===== src/rtl/adder_tree_seq.sv =====
// Sequencer for the 8-operand adder_tree: collects a group of operands, holds them
// on the tree for a settle window, then captures and returns the sum with valid/ready.
module adder_tree_seq #(
  parameter int WIDTH  = 7,
  parameter int SETTLE = 2
) (
  input  logic             clk,
  input  logic             rst,
  input  logic             in_valid,
  output logic             in_ready,
  input  logic [WIDTH-1:0] in_data,
  input  logic             in_last,
  input  logic             in_ci,
  output logic [WIDTH-1:0] op_a,
  output logic [WIDTH-1:0] op_b,
  output logic [WIDTH-1:0] op_c,
  output logic [WIDTH-1:0] op_d,
  output logic [WIDTH-1:0] op_e,
  output logic [WIDTH-1:0] op_f,
  output logic [WIDTH-1:0] op_g,
  output logic [WIDTH-1:0] op_h,
  output logic             tree_ci,
  input  logic [WIDTH-1:0] tree_s,
  input  logic             tree_co,
  output logic             out_valid,
  input  logic             out_ready,
  output logic [WIDTH-1:0] out_sum,
  output logic             out_co,
  output logic [3:0]       out_count
);

  typedef enum logic [1:0] {
    ST_COLLECT,
    ST_SETTLE,
    ST_HOLD
  } state_t;

  state_t                  state_q, state_d;
  logic [2:0]              cnt_q, cnt_d;
  logic [3:0]              timer_q, timer_d;
  logic [7:0][WIDTH-1:0]   slot_q, slot_d;
  logic                    tree_ci_q, tree_ci_d;
  logic [WIDTH-1:0]        out_sum_q, out_sum_d;
  logic                    out_co_q, out_co_d;
  logic [3:0]              out_count_q, out_count_d;
  logic                    out_valid_q, out_valid_d;

  always_comb begin
    state_d     = state_q;
    cnt_d       = cnt_q;
    timer_d     = timer_q;
    slot_d      = slot_q;
    tree_ci_d   = tree_ci_q;
    out_sum_d   = out_sum_q;
    out_co_d    = out_co_q;
    out_count_d = out_count_q;
    out_valid_d = out_valid_q;
    in_ready    = 1'b0;

    case (state_q)
      ST_COLLECT: begin
        in_ready = !rst;
        if (in_valid) begin
          slot_d[cnt_q] = in_data;
          cnt_d         = cnt_q + 3'd1;
          if (cnt_q == 3'd0) tree_ci_d = in_ci;
          if (cnt_q == 3'd7 || in_last) begin
            out_count_d = {1'b0, cnt_q} + 4'd1;
            timer_d     = 4'(SETTLE - 1);
            state_d     = ST_SETTLE;
          end
        end
      end
      ST_SETTLE: begin
        if (timer_q != 4'd0) begin
          timer_d = timer_q - 4'd1;
        end else begin
          out_sum_d   = tree_s;
          out_co_d    = tree_co;
          out_valid_d = 1'b1;
          state_d     = ST_HOLD;
        end
      end
      ST_HOLD: begin
        // Clearing the slots here is what makes short groups add zeros next time.
        if (out_ready) begin
          out_valid_d = 1'b0;
          slot_d      = '0;
          tree_ci_d   = 1'b0;
          cnt_d       = 3'd0;
          state_d     = ST_COLLECT;
        end
      end
      default: state_d = ST_COLLECT;
    endcase
  end

  always_ff @(posedge clk) begin
    if (rst) begin
      state_q     <= ST_COLLECT;
      cnt_q       <= 3'd0;
      timer_q     <= 4'd0;
      slot_q      <= '0;
      tree_ci_q   <= 1'b0;
      out_sum_q   <= '0;
      out_co_q    <= 1'b0;
      out_count_q <= 4'd0;
      out_valid_q <= 1'b0;
    end else begin
      state_q     <= state_d;
      cnt_q       <= cnt_d;
      timer_q     <= timer_d;
      slot_q      <= slot_d;
      tree_ci_q   <= tree_ci_d;
      out_sum_q   <= out_sum_d;
      out_co_q    <= out_co_d;
      out_count_q <= out_count_d;
      out_valid_q <= out_valid_d;
    end
  end

  assign op_a      = slot_q[0];
  assign op_b      = slot_q[1];
  assign op_c      = slot_q[2];
  assign op_d      = slot_q[3];
  assign op_e      = slot_q[4];
  assign op_f      = slot_q[5];
  assign op_g      = slot_q[6];
  assign op_h      = slot_q[7];
  assign tree_ci   = tree_ci_q;
  assign out_sum   = out_sum_q;
  assign out_co    = out_co_q;
  assign out_count = out_count_q;
  assign out_valid = out_valid_q;

endmodule


===== config.mk =====
export PLATFORM = sky130hd
export DESIGN_NAME = adder_tree_seq
export DESIGN_NICKNAME = d
export VERILOG_FILES = /design/src/rtl/adder_tree_seq.sv
export SDC_FILE = /design/constraint.sdc
export NUM_CORES = 1
export LEC_CHECK = 0
export CORE_UTILIZATION = 50
export DETAILED_ROUTE_END_ITERATION = 8
export GPL_TIMING_DRIVEN = 0
export PLACE_DENSITY = 0.8
export SLEW_MARGIN = 20
export SYNTH_ARGS = -nofsm -noshare
export SYNTH_HDL_FRONTEND = slang
export SYNTH_SLANG_ARGS = --single-unit

===== constraint.sdc =====
create_clock -name clk -period 2.1 [get_ports clk]
set_clock_uncertainty 0.2 [all_clocks]
set_input_delay 0.42 -clock clk [delete_from_list [all_inputs] [get_ports clk]]
set_output_delay 0.42 -clock clk [all_outputs]
set_load 0.02 [all_outputs]

==> key figures <==
Outcome
  • Outcome: finished clean

Die
  • Initial Utilization: 52.23%
  • Die height: 89.51 um
  • Die Wd: 89.51 um
  • Cell Rows: 31
  • Core area: 7331 sq um
  • Io pins: 92
  • Die area: 8011 sq um

Power and ir drop
  • PD cells: 676.6 nW/um^2
  • Cell leakage power: roughly 1.6 nW
  • Total chip power: 3.418 mW
  • Max VDD drop: around 0.44 mV

Logic synthesis
  • Flops & latches, synth: 79
  • Cell taking the most area after synthesis: dfxtp_1
  • Avg Cell Area, Syn: 8.077 sq um
  • Synth Warn #: 0
  • Most used DFF post-synth: dfxtp_1
  • Asr flop ratio synth: 0%
  • Top-area cell type share of the netlist area: 41.31%
  • Top cells by area, synth: dfxtp_1 41%, a31oi_1 9.3%, nand3_1 8.9%
  • Mapped Cells: roughly 470
  • Distinct cells, synth: 46
  • Cell area after synthesis: 3829 sq um
  • Net count after synthesis: 499
  • Post-synth EDFFs: 0
  • Post-synthesis sequential area ratio: 41.31%

Critical path
  • CP startpoint: op_a[1]
  • Crit Reg-Reg Endpoint: timer_q[3]
  • Critical path launch point type: flop
  • Flop-to-flop setup slack: 0.19 ns
  • CP endpoint kind: output port
  • Cell Chain, Critical Path: clkdlybuf4s50_1
  • Crit Path Class: flop to output port
  • R2R Path Start: cnt_q[0]
  • Critical path's slowest cell: clkdlybuf4s50_1
  • CP Depth: 1
  • Top delay family on crit path: buffers and inverters
  • CP required: 1.48 ns
  • Worst Reg-to-Reg Cells: 5
  • Crit path buffers/inverters: 1
  • Worst path max stage delay: 0.63 ns
  • Peak fanout along the critical path: 3
  • CP Capture Point: op_a[1]
  • CP arrival: between 1 and 1.5 ns

STA
  • Setup WS post-layout: 0.09006 ns
  • Worst slew pin tran: 0.5176 ns
  • # setup viols final: 0
  • Slew Limit Fails: 0
  • Minimum clock period: 2.010 ns
  • Slew HR: 65.49%
  • Achievable Freq: ~500 MHz
  • Fin crit share: 95.71%
  • RSZ-0062 raised after global routing: no
  • Final hold vios: 0

CTS
  • CTS tree: built
  • Worst-Skew Late Latency: about 0.36 ns
  • Clock Sinks: slightly below 80
  • Total CTS buffers: 9
  • Max clock buf depth: 2
  • Root Driver: clkbuf_8
  • CTS H-tree lvls: 3
  • Worst-path clk slew: 0.08 ns
  • Hold-fix buffers at CTS: 0

GRT
  • First-pass GRT wire length: 18.57 mm
  • Initial antenna violation count: 0
  • Vias in the first global route: 3856
  • Gr busiest metal: met2
  • Met2 usage: 48.85%
  • Routing usage on met1: between 30% and 40%
  • Grt met3 use: 4.986%
  • Total track usage: 30.29%
  • Largest net degree at the start of global routing: 20
  • GR Overflow Total: 0

Cells and area
  • Combined area of the multi-input logic cells: 1912 sq um
  • Core Util, Final: 68.90%
  • Synth-to-Final Area Change: 31.93%
  • Storage element area: 1582 sq um
  • Most common cell after layout, fill and taps aside: clkdlybuf4s50_1
  • Ant. Diodes: 0
  • Filler cells: 583
  • Fin nets: 598
  • Share of cells above drive strength 1: a little under an eighth
  • Most frequent cells in the layout: 89 x clkdlybuf4s50_1, 79 x dfxtp_1, 68 x nand3_1, 67 x o21ai_0, 62 x nand2_1

Routing
  • Wire per inst: 17.06 um
  • DR iter-0 viols: between 300 and 400
  • Via count: 4151
  • Vias/cell: 6.131
  • Drt first pass iters: 5
  • Final wirelength: 11.55 mm
  • Drt drc: 0
  • Post-route ant nets: 0

Place
  • Routability congestion estimate: approximately 0.85
  • Pre-CTS setup slack: -0.2560 ns
  • Port bufs: 90
  • HPWL after DPL: 7.819 mm

Worst hold path
  • Type of the most critical hold path: flop to flop

Run
  • Max_cap viols: 0
[power by group]
group | switching [mW] | internal (mW)
Combinational | 0.366 | 0.252
Sequential | 0.0465 | 1.55
Clock | 0.588 | 0.612
Total | 1.00 | 2.42
[timing repair]
item | CTS | global route
resized for setup | 5 | 1
setup endpoints to repair | 1 | 1
setup buffers | 0 | 0
[tightest hold or removal path: stages, from the launching register on]
cell     delay [ns]
dfxtp_1        0.31
o21ai_0        0.06
a21oi_1        0.06
[Yosys cell counts (2+ instances only)]
library cell,count
a211oi_1,3
a21oi_1,19
a31oi_1,57
and3b_1,3
buf_2,19
buf_4,6
buf_6,7
clkbuf_1,20
clkbuf_2,3
dfxtp_1,79
ha_1,4
inv_1,7
nand2_1,62
nand2b_1,3
nand3_1,68
nand3b_1,3
nor2_1,2
nor3b_2,3
nor4bb_1,6
o21ai_0,67
o21ai_1,4
or3_1,2
or3b_1,4
[stage by stage]
| stage | cells | TNS (ns) | hold WS (ns) | area (sq um) |
|---|---|---|---|---|
| after floorplan | 474 | 0 | 0.2652 | 3829 |
| after global placement | 663 | -1.277 | 0.2641 | 4853 |
| after detailed placement | 663 | -3.466 | 0.2698 | 4853 |
| after CTS | 678 | 0 | 0.2833 | 5061 |
| after global routing | 677 | 0 | 0.3045 | 5051 |
| final | 677 | 0 | 0.2807 | 5051 |
[layer usage]
layer  up-vias  wire length, um
li1       1918                -
met1      1970             4889
met2       237             5457
met3        26              905
met4         0              295
met5         -                0
[layout make-up]
type / instances / area share (%)
buffer: 53 / 6.019
clock buffer: 11 / 2.997
timing repair buffer: 90 / 17.74
inverter: 7 / 0.5202
tap: 99 / 2.452
multi-input combinational: 333 / 37.85
sequential: 79 / 31.31
clock inverter: 5 / 1.115
[how the worst min path moves through the flow]
| stage | from | end | slack (ns) | cells past startpoint |
|---|---|---|---|---|
| finish | out_sum[2] | out_sum[2] | 0.28 | 2 |
| CTS | out_sum[6] | out_sum[6] | 0.28 | 2 |
| floorplan | timer_q[1] | timer_q[1] | 0.27 | 2 |
| detailed placement | out_sum[2] | out_sum[2] | 0.27 | 2 |
| global route | out_valid | out_valid | 0.30 | 2 |
| global placement | out_sum[2] | out_sum[2] | 0.26 | 2 |
[cell families (layout without fill, tap and decap cells)]
group	count (synthesis)	after routing	share of synthesized area [%]
DFF	79	79	41.31
adders and majority gates	4	4	1.307
and+or+nand+nor	173	173	24.94
AOI/OAI and AO/OA	154	154	22.84
buffers and inverters	62	166	8.758
muxes	2	2	0.8496
[state kept, by name (all words and copies together) (netlist names)]
register   flops
op_a           7
op_b           7
op_c           7
op_d           7
op_e           7
op_f           7
op_g           7
op_h           7
out_sum        7
out_count      4
timer_q        4
cnt_q          3
state_q        2
out_co         1
out_valid      1
tree_ci        1
No activity file was read; power rests on OpenSTA's default activity.
